`src/rtl/res_station_bank_if.sv`:
```
// Issue, broadcast, branch-resolution and dispatch signals of one reservation-station bank.
// The bank drives the slave side; the issue/CDB/FU environment drives the master side.
interface res_station_bank_if #(
   parameter int DEPTH = 4,
   parameter int WIDTH = 32,
   parameter int TAG_W = 4,
   parameter int OP_W  = 6
);
   localparam int CNT_W = $clog2(DEPTH + 1);

   logic             write_i;
   logic [OP_W-1:0]  op_i;
   logic [TAG_W-1:0] tag1_i;
   logic [TAG_W-1:0] tag2_i;
   logic [WIDTH-1:0] value1_i;
   logic [WIDTH-1:0] value2_i;
   logic             spec_i;
   logic             full_o;
   logic [TAG_W-1:0] alloc_tag_o;
   logic [CNT_W-1:0] count_o;
   logic             cdb_valid_i;
   logic [TAG_W-1:0] cdb_tag_i;
   logic [WIDTH-1:0] cdb_val_i;
   logic             cond_eval_i;
   logic             corr_pred_i;
   logic             fu_valid_o;
   logic             fu_ready_i;
   logic [OP_W-1:0]  fu_op_o;
   logic [WIDTH-1:0] fu_val1_o;
   logic [WIDTH-1:0] fu_val2_o;
   logic [TAG_W-1:0] fu_tag_o;

   modport master (
      output write_i, op_i, tag1_i, tag2_i, value1_i, value2_i, spec_i,
      output cdb_valid_i, cdb_tag_i, cdb_val_i, cond_eval_i, corr_pred_i, fu_ready_i,
      input  full_o, alloc_tag_o, count_o,
      input  fu_valid_o, fu_op_o, fu_val1_o, fu_val2_o, fu_tag_o
   );

   modport slave (
      input  write_i, op_i, tag1_i, tag2_i, value1_i, value2_i, spec_i,
      input  cdb_valid_i, cdb_tag_i, cdb_val_i, cond_eval_i, corr_pred_i, fu_ready_i,
      output full_o, alloc_tag_o, count_o,
      output fu_valid_o, fu_op_o, fu_val1_o, fu_val2_o, fu_tag_o
   );
endinterface

```
`src/rtl/res_station_bank.sv`:
```
// Reservation-station bank: entries wait for CDB operands, oldest ready entry goes to the FU.
// Dispatch earliest one cycle after write/capture; presented entry holds while fu_ready_i=0, write ignored when full.
module res_station_bank #(
   parameter int DEPTH    = 4,
   parameter int WIDTH    = 32,
   parameter int TAG_W    = 4,
   parameter int OP_W     = 6,
   parameter int BASE_TAG = 1
) (
   input  logic               clk_i,
   input  logic               reset_ni,
   res_station_bank_if.slave  bus
);
   localparam int IDX_W = $clog2(DEPTH);
   localparam int CNT_W = $clog2(DEPTH + 1);

   typedef struct packed {
      logic             busy;
      logic             spec;
      logic [OP_W-1:0]  op;
      logic [TAG_W-1:0] tag1;
      logic [TAG_W-1:0] tag2;
      logic [WIDTH-1:0] val1;
      logic [WIDTH-1:0] val2;
   } entry_t;

   entry_t           ent_q   [DEPTH];
   entry_t           ent_d   [DEPTH];
   // older_q[i][j] set: entry i was written before entry j
   logic [DEPTH-1:0] older_q [DEPTH];
   logic [DEPTH-1:0] older_d [DEPTH];

   logic [DEPTH-1:0] busy_vec;
   logic [DEPTH-1:0] rdy_vec;
   logic [DEPTH-1:0] is_oldest;
   logic             full;
   logic [IDX_W-1:0] alloc_idx;
   logic [CNT_W-1:0] occ;
   logic             any_rdy;
   logic [IDX_W-1:0] sel_idx;
   logic             flush;
   logic             resolve_ok;
   logic             wr_acc;
   logic             deq;
   logic             cdb_hit;
   logic             byp1;
   logic             byp2;

   always_comb begin
      busy_vec = '0;
      rdy_vec  = '0;
      for (int i = 0; i < DEPTH; i++) begin
         busy_vec[i] = ent_q[i].busy;
         rdy_vec[i]  = ent_q[i].busy && (ent_q[i].tag1 == '0) &&
                       (ent_q[i].tag2 == '0) && !ent_q[i].spec;
      end
   end

   always_comb begin
      alloc_idx = '0;
      occ       = '0;
      for (int i = DEPTH - 1; i >= 0; i--) begin
         if (!busy_vec[i]) alloc_idx = IDX_W'(i);
      end
      for (int i = 0; i < DEPTH; i++) begin
         if (busy_vec[i]) occ = occ + CNT_W'(1);
      end
   end

   assign full = &busy_vec;

   // Age is a total order over busy entries, so exactly one ready entry survives this filter.
   always_comb begin
      is_oldest = '0;
      any_rdy   = 1'b0;
      sel_idx   = '0;
      for (int i = 0; i < DEPTH; i++) begin
         is_oldest[i] = rdy_vec[i];
         for (int j = 0; j < DEPTH; j++) begin
            if (j != i && rdy_vec[j] && !older_q[i][j]) is_oldest[i] = 1'b0;
         end
      end
      for (int i = 0; i < DEPTH; i++) begin
         if (is_oldest[i]) begin
            any_rdy = 1'b1;
            sel_idx = IDX_W'(i);
         end
      end
   end

   assign flush      = bus.cond_eval_i & ~bus.corr_pred_i;
   assign resolve_ok = bus.cond_eval_i & bus.corr_pred_i;
   assign wr_acc     = bus.write_i & ~full & ~(flush & bus.spec_i);
   assign deq        = any_rdy & bus.fu_ready_i;
   assign cdb_hit    = bus.cdb_valid_i && (bus.cdb_tag_i != '0);
   assign byp1       = cdb_hit && (bus.tag1_i == bus.cdb_tag_i);
   assign byp2       = cdb_hit && (bus.tag2_i == bus.cdb_tag_i);

   always_comb begin
      for (int i = 0; i < DEPTH; i++) begin
         ent_d[i]   = ent_q[i];
         older_d[i] = older_q[i];
         if (ent_q[i].busy) begin
            if (cdb_hit && ent_q[i].tag1 == bus.cdb_tag_i) begin
               ent_d[i].tag1 = '0;
               ent_d[i].val1 = bus.cdb_val_i;
            end
            if (cdb_hit && ent_q[i].tag2 == bus.cdb_tag_i) begin
               ent_d[i].tag2 = '0;
               ent_d[i].val2 = bus.cdb_val_i;
            end
            if (resolve_ok) ent_d[i].spec = 1'b0;
            if (flush && ent_q[i].spec) ent_d[i].busy = 1'b0;
            if (deq && sel_idx == IDX_W'(i)) ent_d[i].busy = 1'b0;
         end
         if (wr_acc && alloc_idx == IDX_W'(i)) begin
            ent_d[i].busy = 1'b1;
            ent_d[i].spec = bus.spec_i & ~resolve_ok;
            ent_d[i].op   = bus.op_i;
            ent_d[i].tag1 = byp1 ? '0 : bus.tag1_i;
            ent_d[i].val1 = byp1 ? bus.cdb_val_i : bus.value1_i;
            ent_d[i].tag2 = byp2 ? '0 : bus.tag2_i;
            ent_d[i].val2 = byp2 ? bus.cdb_val_i : bus.value2_i;
         end
      end
      // New entry becomes the youngest; stale bits of free entries are rewritten on their own allocation.
      if (wr_acc) begin
         for (int j = 0; j < DEPTH; j++) begin
            older_d[alloc_idx][j] = 1'b0;
            older_d[j][alloc_idx] = (j != int'(alloc_idx));
         end
      end
   end

   always_ff @(posedge clk_i or negedge reset_ni) begin
      if (!reset_ni) begin
         for (int i = 0; i < DEPTH; i++) begin
            ent_q[i]   <= '0;
            older_q[i] <= '0;
         end
      end else begin
         for (int i = 0; i < DEPTH; i++) begin
            ent_q[i]   <= ent_d[i];
            older_q[i] <= older_d[i];
         end
      end
   end

   assign bus.full_o      = full;
   assign bus.alloc_tag_o = full ? '0 : TAG_W'(BASE_TAG + int'(alloc_idx));
   assign bus.count_o     = occ;
   assign bus.fu_valid_o  = any_rdy;
   assign bus.fu_op_o     = any_rdy ? ent_q[sel_idx].op   : '0;
   assign bus.fu_val1_o   = any_rdy ? ent_q[sel_idx].val1 : '0;
   assign bus.fu_val2_o   = any_rdy ? ent_q[sel_idx].val2 : '0;
   assign bus.fu_tag_o    = any_rdy ? TAG_W'(BASE_TAG + int'(sel_idx)) : '0;
endmodule

```
`src/flat_wrapper.sv`:
```
// flat-port wrapper written by rule: the top's interface ports become plain ports
module res_station_bank_flat 
#(
   parameter int DEPTH    = 4,
   parameter int WIDTH    = 32,
   parameter int TAG_W    = 4,
   parameter int OP_W     = 6,
   parameter int BASE_TAG = 1
)
  (clk_i, reset_ni, bus_write_i, bus_op_i, bus_tag1_i, bus_tag2_i, bus_value1_i, bus_value2_i, bus_spec_i, bus_cdb_valid_i, bus_cdb_tag_i, bus_cdb_val_i, bus_cond_eval_i, bus_corr_pred_i, bus_fu_ready_i, bus_full_o, bus_alloc_tag_o, bus_count_o, bus_fu_valid_o, bus_fu_op_o, bus_fu_val1_o, bus_fu_val2_o, bus_fu_tag_o);
  res_station_bank_if #(.DEPTH(DEPTH), .WIDTH(WIDTH), .TAG_W(TAG_W), .OP_W(OP_W)) bus_i ();
  input  logic clk_i;
  input  logic reset_ni;
  input wire logic [$bits(bus_i.write_i)-1:0] bus_write_i;
  input wire logic [$bits(bus_i.op_i)-1:0] bus_op_i;
  input wire logic [$bits(bus_i.tag1_i)-1:0] bus_tag1_i;
  input wire logic [$bits(bus_i.tag2_i)-1:0] bus_tag2_i;
  input wire logic [$bits(bus_i.value1_i)-1:0] bus_value1_i;
  input wire logic [$bits(bus_i.value2_i)-1:0] bus_value2_i;
  input wire logic [$bits(bus_i.spec_i)-1:0] bus_spec_i;
  input wire logic [$bits(bus_i.cdb_valid_i)-1:0] bus_cdb_valid_i;
  input wire logic [$bits(bus_i.cdb_tag_i)-1:0] bus_cdb_tag_i;
  input wire logic [$bits(bus_i.cdb_val_i)-1:0] bus_cdb_val_i;
  input wire logic [$bits(bus_i.cond_eval_i)-1:0] bus_cond_eval_i;
  input wire logic [$bits(bus_i.corr_pred_i)-1:0] bus_corr_pred_i;
  input wire logic [$bits(bus_i.fu_ready_i)-1:0] bus_fu_ready_i;
  output wire logic [$bits(bus_i.full_o)-1:0] bus_full_o;
  output wire logic [$bits(bus_i.alloc_tag_o)-1:0] bus_alloc_tag_o;
  output wire logic [$bits(bus_i.count_o)-1:0] bus_count_o;
  output wire logic [$bits(bus_i.fu_valid_o)-1:0] bus_fu_valid_o;
  output wire logic [$bits(bus_i.fu_op_o)-1:0] bus_fu_op_o;
  output wire logic [$bits(bus_i.fu_val1_o)-1:0] bus_fu_val1_o;
  output wire logic [$bits(bus_i.fu_val2_o)-1:0] bus_fu_val2_o;
  output wire logic [$bits(bus_i.fu_tag_o)-1:0] bus_fu_tag_o;
  assign bus_i.write_i = bus_write_i;
  assign bus_i.op_i = bus_op_i;
  assign bus_i.tag1_i = bus_tag1_i;
  assign bus_i.tag2_i = bus_tag2_i;
  assign bus_i.value1_i = bus_value1_i;
  assign bus_i.value2_i = bus_value2_i;
  assign bus_i.spec_i = bus_spec_i;
  assign bus_i.cdb_valid_i = bus_cdb_valid_i;
  assign bus_i.cdb_tag_i = bus_cdb_tag_i;
  assign bus_i.cdb_val_i = bus_cdb_val_i;
  assign bus_i.cond_eval_i = bus_cond_eval_i;
  assign bus_i.corr_pred_i = bus_corr_pred_i;
  assign bus_i.fu_ready_i = bus_fu_ready_i;
  assign bus_full_o = bus_i.full_o;
  assign bus_alloc_tag_o = bus_i.alloc_tag_o;
  assign bus_count_o = bus_i.count_o;
  assign bus_fu_valid_o = bus_i.fu_valid_o;
  assign bus_fu_op_o = bus_i.fu_op_o;
  assign bus_fu_val1_o = bus_i.fu_val1_o;
  assign bus_fu_val2_o = bus_i.fu_val2_o;
  assign bus_fu_tag_o = bus_i.fu_tag_o;
  res_station_bank #(.DEPTH(DEPTH), .WIDTH(WIDTH), .TAG_W(TAG_W), .OP_W(OP_W), .BASE_TAG(BASE_TAG)) u_core (.clk_i(clk_i), .reset_ni(reset_ni), .bus(bus_i));
endmodule
```
`config.mk`:
```
export PLATFORM = sky130hd
export DESIGN_NAME = res_station_bank_flat
export DESIGN_NICKNAME = d
export VERILOG_FILES = /design/src/rtl/res_station_bank_if.sv /design/src/rtl/res_station_bank.sv /design/src/flat_wrapper.sv
export SDC_FILE = /design/constraint.sdc
export NUM_CORES = 1
export LEC_CHECK = 0
export CAP_MARGIN = 20
export CORE_MARGIN = 2
export CORE_UTILIZATION = 25
export CTS_BUF_LIST = sky130_fd_sc_hd__clkbuf_8
export CTS_CLUSTER_DIAMETER = 100
export DETAILED_ROUTE_END_ITERATION = 8
export GPL_TIMING_DRIVEN = 0
export SETUP_SLACK_MARGIN = 0.3
export SYNTH_ARGS = -nofsm -noshare
export SYNTH_HDL_FRONTEND = slang
export SYNTH_SLANG_ARGS = --single-unit
```
`constraint.sdc`:
```
create_clock -name clk_i -period 6.6 [get_ports clk_i]
set_clock_uncertainty 0.1 [all_clocks]
set_input_delay 1.32 -clock clk_i [delete_from_list [all_inputs] [get_ports clk_i]]
set_output_delay 1.32 -clock clk_i [all_outputs]
set_load 0.02 [all_outputs]
```
==> results of run 1 <==
-- cell usage after synthesis (all sizes together), types with 16 or more instances --
| master | n |
|---|---|
| dfrtp | 332 |
| nand2 | 72 |
| o21a | 106 |
| buf | 55 |
| a21oi | 179 |
| inv | 124 |
| o22ai | 210 |
| o22a | 64 |
| mux2i | 70 |
| nand3 | 33 |
| clkbuf | 80 |
| nor2 | 143 |
| o21ai | 100 |
| nor4 | 16 |
| a22oi | 33 |
| xor2 | 35 |
-- metal layers --
layer  routed length (um)  GRT usage  vias up  share of wire
met5                   64          0        -        0.00092
met4                 2847    0.08160       10          0.041
met3                 7112    0.05691      183           0.10
met2                31510     0.3164      911           0.45
met1                27960     0.2536     7855           0.40
li1                     -          -     6841              -
-- report_power, final --
group	internal, mW	total [mW]	switching, mW
logic	2.01	4.87	2.85
clock network	1.09	2.01	0.922
registers	3.05	3.66	0.610
-- layout by cell type, fill, tap and decap left out, types with 11 or more instances in the layout --
master and count:
a21oi_1 179, a22oi_1 33, buf_1 30, buf_2 21
clkbuf_1 77, clkbuf_8 78, clkdlybuf4s50_1 201, clkinv_2 11
dfrtp_1 332, inv_1 137, mux2_2 15, mux2i_1 70
nand2_1 72, nand3_1 33, nor2_1 143, nor4_1 16
o21a_1 106, o21ai_0 35, o21ai_1 64, o22a_1 64
o22ai_1 210, xor2_1 35
-- logic make-up after synthesis --
group	Yosys count	synth area share
buf+inv	259	0.06115
flops	332	0.5025
fa+ha+maj	8	0.006054
other cells	1	0.0002268
compound gates	708	0.2725
mux	85	0.05260
xor+xnor	43	0.02278
simple gates	303	0.08219
-- worst reg2reg max path, cell delays in order, from the launching register on --
cell	delay (ns)
dfrtp_1	0.31
buf_2	0.23
or4b_1	0.50
or3_4	0.39
a2111oi_4	0.45
clkbuf_4	0.39
buf_2	0.40
o21ai_0	0.28
inv_1	0.18
ha_1	0.17
a41oi_2	0.10
-- worst paths after layout --
| kind | start | endpoint | slack (ns) | cells after the start |
|---|---|---|---|---|
| max reg2reg | u_core.busy_vec[2]$_DFF_PN0_ | u_core.busy_vec[2]$_DFF_PN0_ | 2.95 | 10 |
| max | u_core.ent_q[305]$_DFFE_PN0P_ | bus_fu_val2_o[20] | 0.37 | 9 |
| min in group asynchronous | reset_ni | u_core.ent_q[168]$_DFFE_PN0P_ | 0.50 | 1 |
| max in group asynchronous | reset_ni | u_core.ent_q[214]$_DFFE_PN0P_ | 4.09 | 4 |
| min | u_core.ent_q[234]$_DFFE_PN0P_ | u_core.ent_q[234]$_DFFE_PN0P_ | 0.38 | 2 |
| min reg2reg | u_core.ent_q[234]$_DFFE_PN0P_ | u_core.ent_q[234]$_DFFE_PN0P_ | 0.38 | 2 |
-- repair_timing --
item	4_1_cts	5_1_grt
gates resized for setup	1	9
pin swaps	0	1
endpoints found under the setup margin	1	18
-- flip-flops by register name, summed over array words and instances, names as in the netlist, named ones only --
signal           count
u_core.ent_q       316
u_core.busy_vec      4
u_core.older_q       4
-- through the flow --
step                total power [mW]  TNS (ns)  setup WS (ns)  hold slack [ns]
finish                         10.53         0         0.3666           0.3801
global route                   11.14         0         0.1891           0.4047
CTS                            10.48         0         0.3223           0.3770
detailed placement             8.467         0          1.025           0.3624
global placement               8.301  -3455.75         -10.46           0.3646
floorplan                      6.477         0          2.398           0.3414
-- layout make-up --
class | count | area, sq um | area share
plain buffers | 135 | 551.8 | 0.02631
diodes | 1 | 2.502 | 0.0001193
clock inverters | 27 | 150.1 | 0.007159
flip-flops and latches | 332 | 8308 | 0.3962
repair buffers | 206 | 2117 | 0.1009
multi-input cells | 1149 | 7222 | 0.3444
clock buffers | 78 | 1074 | 0.05119
well taps | 864 | 1081 | 0.05155
inverters | 124 | 465.4 | 0.02219
==> impl_metrics.yaml, run 1 <==
synth:
  synthArstFlopShare: 1.000
  synthTopCellsByArea: "dfrtp_1 50%, o22ai_1 7.9%, a21oi_1 5.4%"
  synth_edf_count: 0
  synth_area_sq_um: 16530
  synth.distinct_cells: 49
  synthCells: 1739
  syn_area_per_cell_sq_um: 9.507
  ys_seq_elements: 332
  ys_seq_area_frac: 0.5025
  synth-main-ff-cell: "dfrtp_1"
  synth_top_area_share: 0.5025
  synth_top_area_cell: "dfrtp_1"
  yosysWarningCount: 0
floorplan:
  die_area_sq_um: 68210
  ioPinCount: 205
  fp.dieH_um: 261.2
  initial_core_util: 0.2519
  die_x_um: 261.2
  rows: 94
  core_area_sq_um: 65630
critical_path:
  crit_top_cell: "or4_1"
  cp.buffers_inverters: 3
  required_ns: 5.18
  crit_chain: "or4_1, or4_1, o2111a_1, clkbuf_1, nor2_1, nand2_1, buf_2, o21ai_1, clkdlybuf4s50_1"
  startpoint_type: "register"
  critPathKind: "register to output pin"
  crit_slowest_cell: "clkdlybuf4s50_1"
  crit_fanout: 10
  end_kind: "output pin"
  critPathMaxStageDelay_ns: 0.69
  cp.arrival_ns: 4.81
  path_delay_family: "simple AND/OR/NAND/NOR gates"
drt:
  wire_per_inst_um: 23.83
  vias_per_cell: 5.418
  first_pass_iters: 5
  wirelength_um: 69500
  first_iter_violations: 1716
  drc: 0
  vias: 15800
  ant_nets: 0
power:
  p_leak_nw: 8.338
  pwr_density_cell_nw_per_um2: 502.3
  irDropWorstVdd_mv: 0.1788
timing:
  setup_viol: 0
  grt_setup_unrepaired: "yes"
  tightest_slew_ns: 1.024
  min_period_ns: 6.233
  report.final.slew_viol_count: 0
  relSlewSlack: 0.3130
  period_share: 0.9444
  fmax_mhz: 160.4
  finalHoldViolCount: 0
clock_tree:
  clk_pin_slew_ns: 0.06
  holdBufCountCts: 0
  tritoncts: "built"
  clock_latency_ns: 0.67
  cts_buffer_depth: 3
  clock_sinks: 332
  cts_root_buf: "clkbuf_8"
  post_cts_buffers: 0
  cts_max_level: 2
  numCtsBuffers: 57
final_layout:
  syn_to_final_growth_pct: 26.84
  design_area_sq_um: 20970
  final_core_util: 0.3195
  fill_cells: 6720
  instances_no_fill: 2916
  fin_nets: 2135
  drive_gt1_frac: 0.07460
place:
  placed_area_sq_um: 19740
  placed_cells: 2810
  io_buffers: 202
  hpwl_um: 49120
  place_congestion: 0.9009
min_path:
  min_path_type: "register to register"
run_status:
  status: "finished, final reports clean"
run:
  maxCapViolations: 0
grt:
  grt_max_degree: 116
  gr-total-overflow: 0
  grt_first_pass_wirelength_um: 101800
  antenna_found_initial: 6
  grt_pass1_vias: 15890
  grt_usage: 0.1989
Note: power is estimated with default switching activity, not from simulation.
==> run 2, diff against run 1 <==
--- a/config.mk
+++ b/config.mk
@@ -12,5 +12,7 @@
 export CTS_CLUSTER_DIAMETER = 100
 export DETAILED_ROUTE_END_ITERATION = 8
+export DONT_BUFFER_PORTS = 1
 export GPL_TIMING_DRIVEN = 0
+export PLACE_DENSITY = 0.48
 export SETUP_SLACK_MARGIN = 0.3
 export SYNTH_ARGS = -nofsm -noshare
--- a/constraint.sdc
+++ b/constraint.sdc
@@ -3,3 +3,3 @@
 set_input_delay 1.32 -clock clk_i [delete_from_list [all_inputs] [get_ports clk_i]]
 set_output_delay 1.32 -clock clk_i [all_outputs]
-set_load 0.02 [all_outputs]
+set_load 0.1 [all_outputs]
==> run 2 against run 1 <==
Against the previous run: sequential power hardly changed; cell count is 6.0% lower; power is 17% higher; wire length is 2.1% higher; critical path type unchanged; largest cell class unchanged.
==> impl_metrics.yaml, run 2 (synthesis results as in run 1) <==
grt:
  grt_pass1_vias: 14960
  grt_max_degree: 333
  grt_first_pass_wirelength_um: 102200
  gr-total-overflow: 0
  grt_usage: 0.2039
  antenna_found_initial: 1
floorplan:
  ioPinCount: 205
  initial_core_util: 0.2519
  die_area_sq_um: 68210
  die_x_um: 261.2
  fp.dieH_um: 261.2
  core_area_sq_um: 65630
  rows: 94
drt:
  wl_met2_um: 32630
  vias: 14750
  highest_layer: "met5"
  wl_met3_um: 7145
  wire_per_inst_um: 25.89
  first_iter_violations: 1440
  wirelength_um: 70970
  m1WireLength_um: 28790
  drc: 0
  first_pass_iters: 5
  vias_per_cell: 5.381
  ant_nets: 0
clock_tree:
  holdBufCountCts: 0
  clock_sinks: 332
  clock_latency_ns: 0.67
  numCtsBuffers: 61
  cts_max_level: 2
  cts_root_buf: "clkbuf_8"
  clk_pin_slew_ns: 0.06
  tritoncts: "built"
  cts_buffer_depth: 3
final_layout:
  diodes: 0
  final_cell_mix: "332 x dfrtp_1, 210 x o22ai_1, 179 x a21oi_1, 141 x inv_1, 141 x nor2_1"
  final_core_util: 0.3005
  final_common_cell: "dfrtp_1"
  instances_no_fill: 2741
  syn_to_final_growth_pct: 19.30
  largest_register: "u_core.ent_q"
  drive_gt1_frac: 0.1151
  fin_nets: 1956
  largest_register_ff_count: 316
  fill_cells: 6932
critical_path:
  crit_fanout: 10
  critPathKind: "register to output pin"
  end_kind: "output pin"
  required_ns: 5.18
  cp.arrival_ns: 4.85
  startpoint_type: "register"
  ff2ff_path_depth: 10
power:
  p_leak_nw: 7.917
  pwr_density_cell_nw_per_um2: 626.1
  p_total_mw: 12.35
  irDropWorstVdd_mv: 0.2415
timing:
  grt_setup_unrepaired: "yes"
  setup_viol: 0
  fin_setup_tns_ns: 0
  relSlewSlack: 0.1994
  fmax_mhz: 159.4
  min_period_ns: 6.273
  hold_ws_ns: 0.2948
  period_share: 0.9504
  finalHoldViolCount: 0
  tightest_slew_ns: 1.201
  report.final.slew_viol_count: 0
place:
  io_buffers: 0
  placed_cells: 2623
  place_congestion: 0.8628
  hpwl_um: 49780
min_path:
  min_path_type: "primary input to asynchronous set/reset pin"
run_status:
  status: "finished, final reports clean"
run:
  maxCapViolations: 0
run 2: where the power goes:
group          internal (mW)  leakage [nW]  switching, mW
combinational           1.94          3.41           4.67
clock                   1.15         0.746          0.941
sequential              3.05          3.76          0.598
total                   6.14          7.92           6.21
run 2: layout make-up:
type                    count  area (sq um)  area share
inverters                 124         465.4     0.02360
plain buffers             135         546.8     0.02772
clock inverters            35         206.4     0.01047
well taps                 864          1081     0.05481
multi-input cells        1149          7428      0.3766
repair buffers             23         600.6     0.03045
clock buffers              79          1087     0.05513
flip-flops and latches    332          8308      0.4212
run 2: worst paths after layout:
kind / to / slack (ns) / startpoint
setup / recovery: bus_fu_op_o[1] / 0.33 / u_core.busy_vec[2]$_DFF_PN0_
min in group clk_i: u_core.ent_q[237]$_DFFE_PN0P_ / 0.38 / u_core.ent_q[237]$_DFFE_PN0P_
hold reg to reg: u_core.ent_q[237]$_DFFE_PN0P_ / 0.38 / u_core.ent_q[237]$_DFFE_PN0P_
hold / removal: u_core.ent_q[170]$_DFFE_PN0P_ / 0.29 / reset_ni
setup reg to reg: u_core.busy_vec[2]$_DFF_PN0_ / 2.72 / u_core.busy_vec[2]$_DFF_PN0_
max in group asynchronous: u_core.ent_q[221]$_DFFE_PN0P_ / 5.19 / reset_ni
run 2: layer usage:
metal / global-route usage / vias up
li1: - / 6497
met1: 0.2566 / 7484
met2: 0.3219 / 636
met3: 0.07143 / 129
met4: 0.07623 / 2
met5: 0 / -
run 2: per-stage QoR:
stage	worst slack [ns]	area, sq um
3_5_place_dp	0.8332	18290
5_1_grt	0.2437	19720
6_report	0.3271	19720
2_1_floorplan	0.9652	16540
4_1_cts	0.3345	19590
3_3_place_gp	-0.1336	17620
run 2: critical path, stage by stage, from the launching register on:
cell and delay, ns:
dfrtp_1 0.31, buf_2 0.23, or4b_1 0.52, or3_4 0.39, o2111a_1 0.27, clkbuf_1 0.31, nor2_1 0.36, nand2_1 0.37
buf_2 0.41, o21ai_2 0.98
run 2: repair_timing:
action                                  in CTS  in global routing
resized for setup                            2                 10
setup buffers                                0                  0
endpoints found under the setup margin      11                 20
